`src/rtl/easyaxi_rd_mst_pkg.sv`:
```
// Shared AXI defines and the burst bundle for the easyaxi read master.
// EASYAXI_RD_DATA_CHK_EN adds the address field used for rdata checking.
`ifndef EASYAXI_AXI_DEFINE
`define EASYAXI_AXI_DEFINE
`define AXI_ID_W        4
`define AXI_ADDR_W      32
`define AXI_DATA_W      64
`define AXI_LEN_W       8
`define AXI_SIZE_W      3
`define AXI_BURST_W     2
`define AXI_RESP_W      2
`define AXI_BURST_INCR  2'b01
`define AXI_RESP_OKAY   2'b00
`define AXI_RESP_SLVERR 2'b10
`endif

package easyaxi_rd_mst_pkg;
  localparam int ID_W    = `AXI_ID_W;
  localparam int ADDR_W  = `AXI_ADDR_W;
  localparam int DATA_W  = `AXI_DATA_W;
  localparam int LEN_W   = `AXI_LEN_W;
  localparam int SIZE_W  = `AXI_SIZE_W;
  localparam int BURST_W = `AXI_BURST_W;
  localparam int RESP_W  = `AXI_RESP_W;

  localparam logic [RESP_W-1:0]  RESP_OKAY  = `AXI_RESP_OKAY;
  localparam logic [BURST_W-1:0] BURST_INCR = `AXI_BURST_INCR;
  localparam logic [SIZE_W-1:0]  SIZE_4B    = SIZE_W'(2);

  typedef struct packed {
`ifdef EASYAXI_RD_DATA_CHK_EN
    logic [ADDR_W-1:0] addr;
`endif
    logic [ID_W-1:0]   id;
    logic [LEN_W-1:0]  len;
  } burst_t;

`ifdef EASYAXI_RD_DATA_CHK_EN
  // Expected beat payload: burst id above the beat address.
  function automatic logic [DATA_W-1:0] beat_data(
    input burst_t           b,
    input logic [LEN_W-1:0] beat
  );
    logic [ID_W+ADDR_W-1:0] v;
    v = {b.id, b.addr + (ADDR_W'(beat) << 2)};
    return DATA_W'(v);
  endfunction
`endif
endpackage

```
`src/rtl/easyaxi_ost_fifo.sv`:
```
// Small synchronous FIFO with full/empty flags and occupancy count.
// DEPTH must be a power of two so the pointers wrap naturally.
module easyaxi_ost_fifo #(
  parameter int DEPTH = 4,
  parameter int W     = 8
) (
  input  logic                   clk,
  input  logic                   rst_n,
  input  logic                   push,
  input  logic [W-1:0]           din,
  input  logic                   pop,
  output logic [W-1:0]           dout,
  output logic                   full,
  output logic                   empty,
  output logic [$clog2(DEPTH):0] cnt
);
  localparam int PW = $clog2(DEPTH);

  logic [W-1:0]  mem_q [DEPTH];
  logic [W-1:0]  mem_d [DEPTH];
  logic [PW-1:0] wp_q, wp_d;
  logic [PW-1:0] rp_q, rp_d;
  logic [PW:0]   cnt_q, cnt_d;
  logic          push_ok, pop_ok;

  assign full    = (cnt_q == (PW+1)'(DEPTH));
  assign empty   = (cnt_q == '0);
  assign cnt     = cnt_q;
  assign dout    = mem_q[rp_q];
  assign push_ok = push & ~full;
  assign pop_ok  = pop & ~empty;

  // Next-state for storage, pointers and occupancy.
  always_comb begin
    mem_d = mem_q;
    wp_d  = wp_q;
    rp_d  = rp_q;
    if (push_ok) begin
      mem_d[wp_q] = din;
      wp_d        = wp_q + PW'(1);
    end
    if (pop_ok) begin
      rp_d = rp_q + PW'(1);
    end
    cnt_d = cnt_q + (PW+1)'(push_ok) - (PW+1)'(pop_ok);
  end

  // State registers.
  always_ff @(posedge clk or negedge rst_n) begin
    if (!rst_n) begin
      for (int i = 0; i < DEPTH; i++) mem_q[i] <= '0;
      wp_q  <= '0;
      rp_q  <= '0;
      cnt_q <= '0;
    end else begin
      mem_q <= mem_d;
      wp_q  <= wp_d;
      rp_q  <= rp_d;
      cnt_q <= cnt_d;
    end
  end
endmodule

```
`src/rtl/easyaxi_rd_mst.sv`:
```
// AXI read master: issues REQ_NUM INCR bursts and checks every R beat.
// EASYAXI_RD_DATA_CHK_EN also checks rdata against {id, addr+beat*4}.
module easyaxi_rd_mst
  import easyaxi_rd_mst_pkg::*;
#(
  parameter int OST_DEPTH = 4,
  parameter int REQ_NUM   = 8
) (
  input  logic               clk,
  input  logic               rst_n,
  input  logic               enable,
  output logic               axi_mst_arvalid,
  input  logic               axi_mst_arready,
  output logic [ID_W-1:0]    axi_mst_arid,
  output logic [ADDR_W-1:0]  axi_mst_araddr,
  output logic [LEN_W-1:0]   axi_mst_arlen,
  output logic [SIZE_W-1:0]  axi_mst_arsize,
  output logic [BURST_W-1:0] axi_mst_arburst,
  input  logic               axi_mst_rvalid,
  output logic               axi_mst_rready,
  input  logic [ID_W-1:0]    axi_mst_rid,
  input  logic [DATA_W-1:0]  axi_mst_rdata,
  input  logic [RESP_W-1:0]  axi_mst_rresp,
  input  logic               axi_mst_rlast,
  output logic               rd_done,
  output logic               rd_err,
  output logic [7:0]         rd_resp_err_cnt
);
  localparam logic [1:0] ST_IDLE = 2'd0;
  localparam logic [1:0] ST_RUN  = 2'd1;
  localparam logic [1:0] ST_DONE = 2'd2;

  localparam int CW = $clog2(REQ_NUM + 1);
  localparam int OW = $clog2(OST_DEPTH) + 1;

  logic [1:0]         state_q, state_d;
  logic [CW-1:0]      iss_cnt_q, iss_cnt_d;
  logic [CW-1:0]      cmp_cnt_q, cmp_cnt_d;
  logic [LEN_W-1:0]   beat_q, beat_d;
  logic               arvalid_q, arvalid_d;
  logic [ID_W-1:0]    arid_q, arid_d;
  logic [ADDR_W-1:0]  araddr_q, araddr_d;
  logic [LEN_W-1:0]   arlen_q, arlen_d;
  logic [SIZE_W-1:0]  arsize_q, arsize_d;
  logic [BURST_W-1:0] arburst_q, arburst_d;
  logic               err_q, err_d;
  logic [7:0]         rerr_cnt_q, rerr_cnt_d;

  logic          ar_hs, r_hs, pop, bad, issue_ok;
  logic [CW-1:0] iss_nxt;
  logic [OW-1:0] ost_cnt, ost_nxt;
  logic          fifo_empty, fifo_full_unused;
  burst_t        push_b, head;

  assign ar_hs   = arvalid_q & axi_mst_arready;
  assign r_hs    = axi_mst_rvalid & axi_mst_rready;
  assign pop     = r_hs & axi_mst_rlast & ~fifo_empty;
  assign iss_nxt = iss_cnt_q + CW'(ar_hs);
  assign ost_nxt = ost_cnt + OW'(ar_hs) - OW'(pop);

  // Expected-burst bundle captured at AR handshake.
  always_comb begin
    push_b     = '0;
    push_b.id  = arid_q;
    push_b.len = arlen_q;
`ifdef EASYAXI_RD_DATA_CHK_EN
    push_b.addr = araddr_q;
`endif
  end

  easyaxi_ost_fifo #(
    .DEPTH (OST_DEPTH),
    .W     ($bits(burst_t))
  ) u_ost_fifo (
    .clk   (clk),
    .rst_n (rst_n),
    .push  (ar_hs),
    .din   (push_b),
    .pop   (pop),
    .dout  (head),
    .full  (fifo_full_unused),
    .empty (fifo_empty),
    .cnt   (ost_cnt)
  );

  // Run-level FSM and completion count.
  always_comb begin
    state_d   = state_q;
    cmp_cnt_d = cmp_cnt_q + CW'(pop);
    case (state_q)
      ST_IDLE: if (enable) state_d = ST_RUN;
      ST_RUN:  if (pop && cmp_cnt_q == CW'(REQ_NUM - 1)) state_d = ST_DONE;
      ST_DONE: state_d = ST_DONE;
      default: state_d = ST_IDLE;
    endcase
  end

  // AR request: hold while stalled, otherwise look one handshake ahead.
  always_comb begin
    issue_ok  = (state_q == ST_RUN) && enable &&
                (iss_nxt < CW'(REQ_NUM)) &&
                (ost_nxt < OW'(OST_DEPTH));
    iss_cnt_d = iss_nxt;
    arvalid_d = arvalid_q;
    arid_d    = arid_q;
    araddr_d  = araddr_q;
    arlen_d   = arlen_q;
    arsize_d  = arsize_q;
    arburst_d = arburst_q;
    if (!arvalid_q || axi_mst_arready) begin
      arvalid_d = issue_ok;
      if (issue_ok) begin
        arid_d    = ID_W'(iss_nxt);
        araddr_d  = ADDR_W'(iss_nxt) << 6;
        arlen_d   = LEN_W'(iss_nxt) & LEN_W'(7);
        arsize_d  = SIZE_4B;
        arburst_d = BURST_INCR;
      end
    end
  end

`ifndef EASYAXI_RD_DATA_CHK_EN
  logic unused_rdata;
  assign unused_rdata = ^axi_mst_rdata;
`endif

  // R beat checking against the FIFO head.
  always_comb begin
    bad        = 1'b0;
    beat_d     = beat_q;
    rerr_cnt_d = rerr_cnt_q;
    if (r_hs) begin
      beat_d = axi_mst_rlast ? '0 : beat_q + LEN_W'(1);
      if (fifo_empty) begin
        bad = 1'b1;
      end else begin
        if (axi_mst_rid != head.id) bad = 1'b1;
        if (axi_mst_rlast && beat_q != head.len) bad = 1'b1;
        if (!axi_mst_rlast && beat_q == head.len) bad = 1'b1;
`ifdef EASYAXI_RD_DATA_CHK_EN
        if (axi_mst_rdata != beat_data(head, beat_q)) bad = 1'b1;
`endif
      end
      if (axi_mst_rresp != RESP_OKAY) begin
        bad = 1'b1;
        if (rerr_cnt_q != 8'hFF) rerr_cnt_d = rerr_cnt_q + 8'd1;
      end
    end
    err_d = err_q | bad;
  end

  // State registers.
  always_ff @(posedge clk or negedge rst_n) begin
    if (!rst_n) begin
      state_q    <= ST_IDLE;
      iss_cnt_q  <= '0;
      cmp_cnt_q  <= '0;
      beat_q     <= '0;
      arvalid_q  <= 1'b0;
      arid_q     <= '0;
      araddr_q   <= '0;
      arlen_q    <= '0;
      arsize_q   <= '0;
      arburst_q  <= '0;
      err_q      <= 1'b0;
      rerr_cnt_q <= '0;
    end else begin
      state_q    <= state_d;
      iss_cnt_q  <= iss_cnt_d;
      cmp_cnt_q  <= cmp_cnt_d;
      beat_q     <= beat_d;
      arvalid_q  <= arvalid_d;
      arid_q     <= arid_d;
      araddr_q   <= araddr_d;
      arlen_q    <= arlen_d;
      arsize_q   <= arsize_d;
      arburst_q  <= arburst_d;
      err_q      <= err_d;
      rerr_cnt_q <= rerr_cnt_d;
    end
  end

  assign axi_mst_arvalid = arvalid_q;
  assign axi_mst_arid    = arid_q;
  assign axi_mst_araddr  = araddr_q;
  assign axi_mst_arlen   = arlen_q;
  assign axi_mst_arsize  = arsize_q;
  assign axi_mst_arburst = arburst_q;
  assign axi_mst_rready  = (state_q != ST_IDLE);
  assign rd_done         = (state_q == ST_DONE);
  assign rd_err          = err_q;
  assign rd_resp_err_cnt = rerr_cnt_q;
endmodule

```
`config.mk`:
```
export PLATFORM = sky130hd
export DESIGN_NAME = easyaxi_rd_mst
export DESIGN_NICKNAME = d
export VERILOG_FILES = /design/src/rtl/easyaxi_rd_mst_pkg.sv /design/src/rtl/easyaxi_ost_fifo.sv /design/src/rtl/easyaxi_rd_mst.sv
export SDC_FILE = /design/constraint.sdc
export NUM_CORES = 1
export LEC_CHECK = 0
export ABC_AREA = 1
export CORE_ASPECT_RATIO = 1.2
export CORE_UTILIZATION = 44
export CTS_BUF_LIST = sky130_fd_sc_hd__clkbuf_8
export DETAILED_ROUTE_END_ITERATION = 12
export GPL_TIMING_DRIVEN = 0
export PLACE_DENSITY = 0.91
export SKIP_CTS_REPAIR_TIMING = 1
export SYNTH_ARGS = -nofsm -noshare
export SYNTH_HDL_FRONTEND = slang
export SYNTH_SLANG_ARGS = --single-unit
export TNS_END_PERCENT = 20
```
`constraint.sdc`:
```
create_clock -name clk -period 2.5 [get_ports clk]
set_input_delay 0.375 -clock clk [delete_from_list [all_inputs] [get_ports clk]]
set_output_delay 0.375 -clock clk [all_outputs]
set_load 0.01 [all_outputs]
```
======== Word level (Yosys, flattened, before mapping) ========
Cells that the tools add are included.
word-level totals
  input bits .............................. 76
  flip-flop bits (word level) ............. 91
operators by class
  mux-type cells .......................... 16
  eq/ne operators ......................... 10
  reductions and logical operators ........ 17
  bitwise gates (word level) .............. 11
  order comparisons ....................... 5
  $add $sub $neg .......................... 10
operators by type and width
  cell                 number
  $bwmux 48            1
  $mux 12              3
  $bmux 12 s2          1
  $demux 12 s2         1
  $add 8x1->8 const B  2
  $add 4x1->4          2
  $eq 8x8->1           1
  $mux 8               1
  $ne 8x8->1           1
  $ne 8x8->1 const B   1
  $logic_and 1x1->1    7
  $add 3x1->3          2
  $and 1x1->1          6
  $ge 3x3->1 const B   2
  $mux 1               6
  $not 2->3            2
  $pmux 2 s3           1
  $sub 3x1->3          2
  $add 2x1->2 const B  2
  $eq 4x3->1 const B   1
  $lt 4x4->1 const B   1
  $mux 2               2
  $ne 2x2->1 const B   2
  $ne 4x4->1           1
  14 further kinds     18

======== Depth between registers and ports, before layout ========
Gate-level depths: netlist of run 1.
  word-level depth ........................ 12
  mapped depth ............................ 16

======== Modules after synthesis ========
A second synthesis of run 1 with hierarchy kept.
unflattened totals
  cell total of the unflattened synthesis .. 608
  area total of the unflattened synthesis .. 5,018.6 sq um
by module, submodules not included
  module            times used  cells an instance  area each (sq um)
  easyaxi_ost_fifo  1           344                2,845.2
  easyaxi_rd_mst    1           264                2,173.3

======== Worst setup path before layout of run 1 ========
Ideal clock, no wire load.
  path kind ............................... register to register
  start ................................... reg state_q[0]
  end ..................................... reg arid_q[0] (netlist: axi_mst_arid[0])
  buffers on the path ..................... 0
  cell stages (with the launch flop) ...... 16
  path slack .............................. 0.225 ns
  period minus slack after synthesis ...... 2.275 ns
  arrival ................................. 2.148 ns
  cells stage by stage .................... dfrtp_1 -> inv_1 -> ha_1 -> inv_2 -> nand2_4 -> nor2_4 -> nand2_1 -> inv_1 -> ha_1 -> inv_1 -> ha_1 -> a31oi_1 -> xor2_1 -> nand3_2 -> inv_2 -> o21ai_0
on the way
  cells in the longest elaborated chain, start to end .. 8
RTL lines
  what                               line                   RTL
  start, declared                    easyaxi_rd_mst.sv:36   logic [1:0] state_q, state_d;
  start signal, assigned             easyaxi_rd_mst.sv:168  state_q <= state_d;
  $reduce_bool 2->1                  easyaxi_rd_mst.sv:189  assign axi_mst_rready = (state_q != ST_IDLE);
  via axi_mst_rready                 easyaxi_rd_mst.sv:20   output logic axi_mst_rready,
  $and 1x1->1                        easyaxi_rd_mst.sv:56   assign r_hs = axi_mst_rvalid & axi_mst_rready;
  $and 1x1->1 (2 in series)          easyaxi_rd_mst.sv:57   assign pop = r_hs & axi_mst_rlast & ~fifo_empty;
  $sub 3x1->3                        easyaxi_rd_mst.sv:59   assign ost_nxt = ost_cnt + OW'(ar_hs) - OW'(pop);
  $lt 3x3->1                         easyaxi_rd_mst.sv:102  (ost_nxt < OW'(OST_DEPTH));
  $logic_and 1x1->1                  easyaxi_rd_mst.sv:101  (iss_nxt < CW'(REQ_NUM)) &&
  $reduce_and 2->1 (no source line)  --
  end signal, assigned               easyaxi_rd_mst.sv:173  arid_q <= arid_d;
  end, declared                      easyaxi_rd_mst.sv:41   logic [ID_W-1:0] arid_q, arid_d;
The timed path passes the listed nets, and every way through them passes these cells.
A chain may end at the register's enable or synchronous reset.

======== Worst setup path after layout of run 1 ========
  start ................................... reg state_q[0]
  end ..................................... reg arid_q[0] (netlist: axi_mst_arid[0])
on the way
  cells in the longest elaborated chain, start to end .. 8
RTL lines
  what                                 line
  $reduce_bool 2->1                    easyaxi_rd_mst.sv:189
  $and 1x1->1                          easyaxi_rd_mst.sv:56
  $and 1x1->1 (2 in series)            easyaxi_rd_mst.sv:57
  $sub 3x1->3                          easyaxi_rd_mst.sv:59
  $lt 3x3->1                           easyaxi_rd_mst.sv:102
  $logic_and 1x1->1 *                  easyaxi_rd_mst.sv:101
  $reduce_and 2->1 (no source line) *  --
Every way passes the cells marked *; elsewhere a longest branch is shown, timed or not.

==> results of run 1 <==
-- flip-flops by register name, summed over array words and instances (netlist names), 3 cells and up --
register          count
cmp_cnt_q             4
axi_mst_arid          4
u_ost_fifo.mem_q     16
beat_q                8
iss_cnt_q             4
rd_resp_err_cnt       8
u_ost_fifo.cnt        3
-- cell usage in the layout (no fill, tap or decap), types with 2 or more instances in the layout --
master           Yosys  routed
xnor2_1              4       4
o21ai_1              3       5
conb_1               1      36
buf_4               45      52
o21ai_0             25      23
ha_1                16      14
inv_2                6       9
nor3_2               4       4
nand2_1             73      72
nor2_2               3       3
nor3_1               5       5
clkdlybuf4s50_1      0      35
nand2_2              9      10
xor2_1              11      11
nand3_1             22      22
inv_1               34      31
clkbuf_8             0       5
dfrtp_1             56      56
nor2_4               2       2
ha_4                 0       2
nor2_1              17      17
nand3_2              6       6
a21oi_1              4       4
-- logic make-up (layout without fill, tap and decap cells) --
kind of cell    after synthesis  in the layout  synth area share (%)
compound gates               35             35                 5.672
xor+xnor                     16             16                 4.647
fa+ha+maj                    17             17                 6.932
buf+inv                      87            139                 16.07
flops                        56             56                 44.11
mux                           1              1                0.3544
other cells                   1             36                0.1180
simple gates                145            145                 22.10
-- final cells by class --
class,count,area (µm²),area share [%]
Clock buffer,5,68.82,1.725
Multi-Input combinational cell,250,1430,35.85
Timing Repair Buffer,44,427.9,10.73
Buffer,46,349.1,8.752
Tap cell,87,108.9,2.729
Clock inverter,3,38.79,0.9724
Inverter,41,163.9,4.109
Sequential cell,56,1401,35.13
-- power breakdown --
group	internal, µW	total, µW	switching [µW]
Sequential	1220	1480	261
Clock	294	583	289
Combinational	925	1930	1000
-- worst max-delay path by stage --
stage,start,end,cells past startpoint
2_1_floorplan,state_q[0],axi_mst_arid[0],15
3_3_place_gp,rst_n,beat_q[4],1
3_5_place_dp,axi_mst_rlast,axi_mst_arid[2],13
4_1_cts,state_q[0],axi_mst_arid[1],16
5_1_grt,state_q[0],axi_mst_arid[1],16
6_report,state_q[0],axi_mst_arid[0],15
-- layer usage --
metal	vias to the layer above	GRT usage, %
met3	12	3.254
met1	1120	17.74
met5	-	0
met2	91	31.91
met4	0	5.303
li1	1218	-
-- per-stage QoR --
stage          util (%)  worst slack [ns]  std cells  setup TNS, ns
2_1_floorplan         -            0.2254        393              0
3_3_place_gp      54.78           -0.5587        516         -32.20
3_5_place_dp      55.00           -0.2918        517         -1.413
4_1_cts           56.56           -0.1656        525        -0.6643
5_1_grt           57.85          -0.03290        532       -0.08372
6_report          57.85            0.1578        532              0
==> flow_metrics.env, run 1 <==
export IMPL_synth_warnings=0
export IMPL_ys_top_cells_by_area="dfrtp_1 44%, buf_4 11%, nand2_1 8.6%"
export IMPL_max_cap_viol_count=0
export IMPL_maxSlewViolCount=0
export IMPL_top_layer_used="met4"
export IMPL_drt_met1_wl_um=2414
export IMPL_rrSetupSlack_ns=0.16
export IMPL_async_flop_share_pct=100.0
export IMPL_leakagePower_uw=0.002056
export IMPL_skew_ns=0.01075
export IMPL_cp_max_fo=7
export IMPL_finalCritPeriodShare_pct=93.69
export IMPL_syn_cell_area_um2=3177
export IMPL_dp_hpwl_um=4519
export IMPL_die_height_um=95.08
export IMPL_nNetsFinal=537
export IMPL_route_final_wire_length_um=5958
export IMPL_dpl_instance_area_um2=3792
export IMPL_hp_class="input port to async pin"
export IMPL_synth_seq_area_share_pct=44.11
export IMPL_grt_total_usage_pct=16.52
export IMPL_outcome="finished clean"
export IMPL_dr_wl_met3_um=356
export IMPL_cts_root_buf="clkbuf_8"
export IMPL_routed_via_density=4.588
export IMPL_ys_seq_elements=56
export IMPL_dr_pass1_iters=4
export IMPL_wire_per_inst_um=11.20
export IMPL_via_count=2441
export IMPL_r2r_end="axi_mst_arid[0]"
export IMPL_critPathKind="flop to flop"
export IMPL_clk_pin_slew_ns=0.10
export IMPL_synth_edf_count=0
export IMPL_netlist_top_cells_count="73 x nand2_1, 56 x dfrtp_1, 45 x buf_4"
export IMPL_dieArea_um2=7565
export IMPL_antenna_found_initial=0
export IMPL_cp_common_cell="inv_2"
export IMPL_rows=33
export IMPL_syn_to_final_growth_pct=25.56
export IMPL_cpLargestDelayFamily="adder cells"
export IMPL_grt_pass1_vias=2385
export IMPL_num_antenna_cells=0
export IMPL_end_kind="flop"
export IMPL_ios=137
export IMPL_clock_sinks=56
export IMPL_cp_required_ns=2.70
export IMPL_dr_first_iter_drc_count=75
export IMPL_critPathArrivalTime_ns=2.54
export IMPL_drc=0
export IMPL_finalCriticalPeriod_ns=2.342
export IMPL_ir_drop_uv=593.4
export IMPL_fin_area_um2=3989
export IMPL_timing_rr_start="state_q[0]"
export IMPL_finalSetupViolCount=0
export IMPL_r2r_cells=15
export IMPL_fp_coreArea_um2=6895
export IMPL_finalPower_uw=3995
export IMPL_clkLatencyLatePin_ns=0.31
export IMPL_wl_met2_um=3078
export IMPL_slowest_stage="dfrtp_1"
export IMPL_port_buffers=36
export IMPL_syn_avg_cell_area_um2=8.874
export IMPL_initial_core_util_pct=46.07
export IMPL_place_gp_congestion=0.8179
export IMPL_startpoint_type="flop"
export IMPL_yosysMostFrequentCell="nand2_1"
export IMPL_hold_slack_ns=0.003026
export IMPL_synthCells=358
export IMPL_synth_cell_types=32
export IMPL_cts_max_path_buffers=2
export IMPL_critical_path_buf_inv_count=5
export IMPL_ant_nets=0
export IMPL_tritoncts="yes"
export IMPL_num_fill_cells=608
export IMPL_path_cells="inv_2 -> ha_1 -> inv_2 -> nand2_4 -> nor2_4 -> nand2_2 -> inv_2 -> ha_4 -> inv_2 -> ha_4 -> a31oi_2 -> xor2_1 -> nand3_2 -> inv_4 -> o21ai_0"
export IMPL_grt_overflow_total=0
export IMPL_grt_pass1_wl_um=9832
export IMPL_die_w_um=79.57
export IMPL_yosys_most_used_dff="dfrtp_1"
export IMPL_power_density_nw_per_um2=1001
export IMPL_fmax_mhz=426.9
export IMPL_cpPeakStageDelay_ns=0.38
export IMPL_htreeDepth=2
export IMPL_synth_top_area_cell="dfrtp_1"
export IMPL_synth_top_area_share_pct=44.11
export IMPL_cts_buffers=5
export IMPL_hold_viol_final=0
export IMPL_grt_max_degree=38
export IMPL_drive_gt1_share_pct=23.37
Power figures use the tool's default switching activity.
==> run 2: changes to the inputs <==
==> constraint.sdc (replaced) <==
create_clock -name clk -period 2.4 [get_ports clk]
set_input_delay 0.36 -clock clk [delete_from_list [all_inputs] [get_ports clk]]
set_output_delay 0.36 -clock clk [all_outputs]
set_load 0.01 [all_outputs]
==> run 2 against run 1 <==
- the run now ends with hold timing left
- final area rose by 0.72%
- setup slack worse by 0.057 ns
- die area unchanged
- global-route usage stayed put
- maximum frequency is 1.9% higher
- hold slack worse by 0.017 ns
- routed wire length increased by 0.92%
- sequential share of layout area shrank 0.25 points
- critical path type unchanged
- largest cell class unchanged
- highest routed layer unchanged
==> flow_metrics.env, run 2 (synthesis results as in run 1) <==
export IMPL_outcome="complete, but fails checks"
export IMPL_violations="hold timing"
export IMPL_initial_core_util_pct=46.07
export IMPL_rows=33
export IMPL_max_cap_viol_count=0
export IMPL_num_antenna_cells=0
export IMPL_hold_slack_ns=-0.01426
export IMPL_place_gp_congestion=0.8179
export IMPL_wl_met2_um=3154
export IMPL_cp_max_fo=7
export IMPL_rsz0062_at_grt="true"
export IMPL_startpoint_type="flop"
export IMPL_grt_pass1_wl_um=9832
export IMPL_fp_coreArea_um2=6895
export IMPL_layout_commonest_cell="nand2_1"
export IMPL_port_buffers=36
export IMPL_placed_cells=517
export IMPL_critPathArrivalTime_ns=2.51
export IMPL_finalSetupViolCount=0
export IMPL_hold_viol_final=19
export IMPL_critPathKind="flop to flop"
export IMPL_grt_total_usage_pct=16.52
export IMPL_die_w_um=79.57
export IMPL_dr_pass1_iters=7
export IMPL_ir_drop_uv=617.3
export IMPL_hp_class="input port to async pin"
export IMPL_clk_pin_slew_ns=0.10
export IMPL_grt_max_degree=38
export IMPL_route_final_wire_length_um=6013
export IMPL_cp_required_ns=2.61
export IMPL_dieArea_um2=7565
export IMPL_post_route_util_pct=58.27
export IMPL_largest_reg_flops=16
export IMPL_ant_nets=0
export IMPL_routed_via_density=4.602
export IMPL_die_height_um=95.08
export IMPL_end_kind="flop"
export IMPL_cpPeakStageDelay_ns=0.39
export IMPL_leakagePower_uw=0.002063
export IMPL_drive_gt1_share_pct=23.99
export IMPL_regMostFlops="u_ost_fifo.mem_q"
export IMPL_finalCritPeriodShare_pct=95.81
export IMPL_power_density_nw_per_um2=1051
export IMPL_tritoncts="yes"
export IMPL_antenna_found_initial=0
export IMPL_dr_wl_met3_um=375
export IMPL_syn_to_final_growth_pct=26.47
export IMPL_maxSlewViolCount=0
export IMPL_grt_overflow_total=0
export IMPL_wire_per_inst_um=11.28
export IMPL_via_count=2453
export IMPL_final_cell_mix="72 x nand2_1, 56 x dfrtp_1, 53 x buf_4"
export IMPL_stdcell_count=533
export IMPL_slowest_stage="dfrtp_1"
export IMPL_ios=137
export IMPL_dr_first_iter_drc_count=83
export IMPL_htreeDepth=2
export IMPL_cts_buffers=5
export IMPL_fmax_mhz=434.9
export IMPL_cp_common_cell="inv_2"
export IMPL_cts_max_path_buffers=2
export IMPL_multi_input_area_um2=1449
export IMPL_num_fill_cells=602
export IMPL_ff_latch_area_um2=1401
export IMPL_cts_root_buf="clkbuf_8"
export IMPL_dp_hpwl_um=4519
export IMPL_drt_met1_wl_um=2375
export IMPL_grt_pass1_vias=2385
export IMPL_clkLatencyLatePin_ns=0.31
export IMPL_clock_sinks=56
export IMPL_top_layer_used="met4"
export IMPL_skew_ns=0.008482
export IMPL_drc=0
export IMPL_path_cells="inv_2 -> ha_2 -> inv_2 -> nand2_4 -> nor2_4 -> nand2_2 -> inv_2 -> ha_4 -> inv_4 -> ha_4 -> a31oi_4 -> xor2_2 -> nand3_2 -> inv_4 -> or2_1"
export IMPL_finalCriticalPeriod_ns=2.299
export IMPL_nNetsFinal=538
-- run 2: final cells by class --
type,instances,area share (%)
Multi-Input combinational cell,250,36.06
Sequential cell,56,34.88
Timing Repair Buffer,45,10.84
Buffer,46,8.689
Inverter,41,4.142
Tap cell,87,2.709
Clock buffer,5,1.713
Clock inverter,3,0.9654
-- run 2: worst max-delay path: cells and delay by family (launching register included) --
family	cells	cell delay (ns)
compound gates	1	0.09
xor+xnor	1	0.16
buf+inv	5	0.32
simple gates	5	0.65
fa+ha+maj	3	0.58
flops	1	0.39
-- run 2: where the power goes --
group,leakage (µW),switching [µW],internal (µW)
Sequential,0.000708,276,1270
Clock,0.0000593,300,306
Combinational,0.00130,1070,998
-- run 2: layer usage --
metal | GRT usage [%] | vias up
met5 | 0 | -
met4 | 5.303 | 0
met3 | 3.254 | 12
met2 | 31.91 | 92
met1 | 17.74 | 1131
li1 | - | 1218
-- run 2: worst paths after layout --
| path | start | to | slack, ns | cells after the start |
|---|---|---|---|---|
| worst max-delay path | state_q[0] | axi_mst_arburst[0] | 0.10 | 15 |
| worst min-delay path | rst_n | axi_mst_arburst[0] | -0.01 | 1 |
| worst max register to register | state_q[0] | axi_mst_arburst[0] | 0.10 | 15 |
| worst min register to register | iss_cnt_q[3] | iss_cnt_q[3] | 0.47 | 1 |
| max in group asynchronous | rst_n | u_ost_fifo.mem_q[22] | 1.86 | 2 |
| min in group clk | iss_cnt_q[3] | iss_cnt_q[3] | 0.47 | 1 |
-- run 2: stage by stage --
step	total power (µW)	setup slack, ns	hold slack [ns]	TNS [ns]	cell area (µm²)
floorplan	2785	0.1254	0.06441	0	3308
global placement	3331	-0.6437	0.4461	-37.52	3777
detailed placement	3449	-0.3768	0.3411	-2.082	3792
CTS	4080	-0.2656	-0.007364	-1.252	3900
global route	4569	-0.04678	0.01114	-0.1503	4018
finish	4222	0.1005	-0.01426	0	4018
==> RTL change 1: new RTL, config.mk and constraints of run 2 <==
Compare `cmp_cnt_q` against `CW'(REQ_NUM - 1)` with >= in place of ==.
--- a/src/rtl/easyaxi_rd_mst.sv
+++ b/src/rtl/easyaxi_rd_mst.sv
@@ -89,7 +89,7 @@
     cmp_cnt_d = cmp_cnt_q + CW'(pop);
     case (state_q)
       ST_IDLE: if (enable) state_d = ST_RUN;
-      ST_RUN:  if (pop && cmp_cnt_q == CW'(REQ_NUM - 1)) state_d = ST_DONE;
+      ST_RUN:  if (pop && cmp_cnt_q >= CW'(REQ_NUM - 1)) state_d = ST_DONE;
       ST_DONE: state_d = ST_DONE;
       default: state_d = ST_IDLE;
     endcase
Function: same outputs for any inputs over 4 cycles, from zero or initial values and one cycle with rst_n low; that may be too few to reach the edited logic, so the function may still have changed.
==> RTL change 1 against run 2 <==
  * Synthesized area decreased by 0.75%
  * Worst hold slack improved by 0.064 ns
  * Sequential cell count stayed put
  * Wire length decreased by 1.1%
  * Die area down 0.73%
  * Cell area shrank 0.87%
  * Total power is 2.5% lower
  * Critical path depth unchanged
  * Cell count decreased by 1.1%
  * Count of clock-buffer cells in the layout unchanged
  * Setup slack gained 0.025 ns
  * Clock power grew 2%
  * Critical path type unchanged
==> RTL change 1: results (changes against run 2) <==
The flow ran to the end, and the final reports show no timing, DRC or antenna violations. Compound-gate portion of the synthesized area: 6.03% (+0.36 points). The xor/xnor share of the synthesized area came out at 4.44% (-0.20 points).

The via count of the first global-routing pass is 2351 (-1.4%), and the half-perimeter wire length after placement is 4.52 mm (+0.12%). The violation count after the first detailed-routing iteration was 111 (+34%). The share of the yosys chip area belonging to registers was 44.4% (+0.33 points); the global-route wire length before repair was 9.99 mm (+1.6%). The flip-flop and latch count was 56 (unchanged); the final routed wirelength across all metal layers was 5.95 mm (-1.1%).

The synthesized area per cell was 8.91 sq um (+0.37%). For the pre-CTS setup slack, the log shows -0.300 ns (+0.0765 ns). The tools report the unique cell type count in the Yosys netlist as 36 (+13%). Worst-case vdd ir drop: 493 uV (-20%). The layout cell share with drive strength beyond 1 is 21.8% (-2.2 points).

The final clock skew came out at 0.00436 ns (-0.00412 ns). The kind of cell with the highest combined delay along the critical path is simple AND/OR/NAND/NOR gates. The run gives 283 um (-25%) as the routed wire length on met3. Register with the most flip-flops: u_ost_fifo.mem_q. The routed wire length on met2 came out at 3.21 mm (+1.8%). The run gives 5 (unchanged) as the clock tree buffer count of the final layout. After synthesis, the most frequently instantiated cells are 79 x sky130_fd_sc_hd__nand2_1, 56 x sky130_fd_sc_hd__dfrtp_1, 44 x sky130_fd_sc_hd__buf_4. The count of multi-input gates came out at 248 (-0.80%).

The critical path's largest stage delay works out to 0.37 ns (-0.02 ns). The number of logic inverters in the finished layout was 39 (-4.9%). The final weighted congestion of routability-driven global placement is 0.813 (-0.64%).

The clock network area share came out at 2.80% (+0.12 points). The non-clock buffer contribution to total cell area is 19.3% (-0.27 points), and the pin count of the biggest net entering global routing is 31 (-18%). The number of nets in the finished design was 532 (-1.1%); the number of antenna violations at the first check in global routing was 0 (unchanged).

The critical path data arrival time is 2.48 ns (-0.03 ns), and the iteration count of the initial detailed-routing pass is 4 (-3). The run gives 32.6% (+0.71 points) as the routing usage on met2. Sorting the synthesized cells by area gives the leading types as sky130_fd_sc_hd__dfrtp_1 44%, sky130_fd_sc_hd__buf_4 10%, sky130_fd_sc_hd__nand2_1 9.4%.

The met1 layer usage reported by global route is 18.7% (+1.0 points). The fraction of area in multi-input gates came out at 36.1% (about the same). The met3 track utilization from global routing was 3.48% (+0.22 points); the count of plain and timing-repair buffers in the layout was 89 (-2.2%). The global-route usage over all layers was 17.2% (+0.67 points); the met1 layer wirelength in the final routing was 2.39 mm (+0.63%). Leakage power summed over all cells: 2.02 nW (-2.0%).
-- RTL change 1: cell count changes in the layout (fill, tap and decap cells not counted), moves of 3 or more --
| cell | run 2 | this run |
|---|---|---|
| sky130_fd_sc_hd__nor3_2 | 4 | 1 |
| sky130_fd_sc_hd__o21ai_1 | 5 | 2 |
| sky130_fd_sc_hd__nand2_1 | 72 | 78 |
| sky130_fd_sc_hd__nand2_2 | 10 | 4 |
| sky130_fd_sc_hd__buf_4 | 53 | 50 |
-- RTL change 1: metrics by stage --
| step | util [%] | hold slack, ns | instance area [sq um] | TNS, ns | cells |
|---|---|---|---|---|---|
| CTS | 56.3 | 0.0645 | 3880 | -0.921 | 521 |
| floorplan | - | 0.0644 | 3280 | 0 | 389 |
| global placement | 54.4 | 0.449 | 3750 | -36.05 | 512 |
| finish | 57.8 | 0.0495 | 3980 | 0 | 527 |
| detailed placement | 54.7 | 0.407 | 3770 | -1.39 | 513 |
| global route | 57.8 | 0.0798 | 3980 | -0.0830 | 527 |
-- RTL change 1: worst paths after layout --
check                                 from              endpoint  slack, ns
max in group asynchronous            rst_n  u_ost_fifo.mem_q[23]       1.78
worst max register to register  state_q[0]    axi_mst_arburst[0]       0.13
min in group clk                    rd_err                rd_err       0.48
worst min-delay path                 rst_n             beat_q[3]       0.05
worst min register to register      rd_err                rd_err       0.48
worst max-delay path            state_q[0]    axi_mst_arburst[0]       0.13
-- RTL change 1: power breakdown --
part	switching, W	total (W)	internal [W]
clock network	0.000307	0.000616	0.000309
logic	0.00104	0.00199	0.000950
registers	0.000253	0.00151	0.00126
total	0.00160	0.00412	0.00252
==> RTL change 2: new RTL, flow settings as in run 2 <==
Made on the original files. Add a define of `EASYAXI_RD_DATA_CHK_EN`.
--- a/src/rtl/easyaxi_rd_mst_pkg.sv
+++ b/src/rtl/easyaxi_rd_mst_pkg.sv
@@ -1,5 +1,7 @@
 // Shared AXI defines and the burst bundle for the easyaxi read master.
 // EASYAXI_RD_DATA_CHK_EN adds the address field used for rdata checking.
+`define EASYAXI_RD_DATA_CHK_EN
+
 `ifndef EASYAXI_AXI_DEFINE
 `define EASYAXI_AXI_DEFINE
 `define AXI_ID_W        4
Check against the original RTL: not equivalent (a bounded check fails within 10 cycles, from zero or initial values and one cycle with rst_n low).
==> RTL change 2 against run 2 <==
  * The run ends with setup timing left
  * Combinational power up 17%
  * Wire length up 47%
  * Setup slack worse by 0.36 ns
  * Worst hold slack better by 0.49 ns
  * Cell area up 30%
  * Total power up 7.0%
  * Via count up 42%
  * Sequential cell count unchanged
  * Synthesized area up 18%
  * Non-clock buffer count up 62
  * Sequential share of layout area down 8.1 points
  * Critical path depth up 3
  * Cell count up 42%
==> RTL change 2: results (changes against run 2) <==
The tools report the final weighted congestion of routability-driven global placement as 0.825 (+0.84%). The largest individual stage delay along the critical path comes from the cell sky130_fd_sc_hd__fa_1. The total area of multi-input combinational cells came out at 0.00194 sq mm (+34%). The final worst-path setup slack is -0.260 ns (-0.361 ns), and the critical path data arrival time is 2.86 ns (+0.35 ns). For the total of endpoints with negative setup slack in the final report, the log shows 5 (+5). The commonest cells after synthesis are 132 x sky130_fd_sc_hd__nand2_1, 59 x sky130_fd_sc_hd__inv_1, 57 x sky130_fd_sc_hd__nor2_1. The logs give 5 (-2) for the iteration count of the initial detailed-routing pass and 3394 (+42%) for the via count of the first global-routing pass. The tools report the share of the core filled with cells as 63.9% (+5.7 points). The violation count after the first detailed-routing iteration is 187 (+130%). The count of multi-input gates is 365 (+46%), and the share of synthesized cell area in full adder, half adder and majority cells is 7.75% (+0.82 points). The run gives 6.91 mm (+53%) as the half-perimeter wire length after placement.

Count of plain and timing-repair buffers in the layout: 153 (+68%). For the unique cell type count in the Yosys netlist, the log shows 31 (-3.1%). The run finished, with violations left.

The checks that failed: setup timing. For the global-route wire length before repair, the log shows 14.0 mm (+43%). The logs give 742 (+38%) for the number of nets in the finished design and 495 (+38%) for the synthesized netlist cell count. The largest fanout on the critical path came out at 8 (+1). The share of synthesized area spent on multiplexers is 0.301% (-0.054 points), and the clock tree buffer count of the final layout is 6 (+1).

The run gives 53.5% (+4.5 points) as the power share of the combinational group.
## RTL change 2: metal layers
| metal | vias up | track usage (%) | share of wire (%) | wire, um |
|---|---|---|---|---|
| li1 | 1762 | - | - | - |
| met3 | 19 | 3.92 | 8.5 | 749 |
| met2 | 150 | 39.1 | 51 | 4500 |
| met4 | 0 | 7.82 | 2.1 | 182 |
| met1 | 1556 | 20.6 | 38 | 3390 |
| met5 | - | 0 | 0 | 0 |
## RTL change 2: worst paths after layout
check,startpoint,endpoint,slack [ns],cells after the start
setup / recovery,u_ost_fifo.rp_q[0],rd_err,-0.26,18
max in group asynchronous,rst_n,u_ost_fifo.cnt[0],1.39,3
hold / removal,rst_n,rd_resp_err_cnt[1],0.48,2
min in group clk,rd_err,rd_err,0.48,2
setup reg to reg,u_ost_fifo.rp_q[0],rd_err,-0.26,18
hold reg to reg,rd_err,rd_err,0.48,2
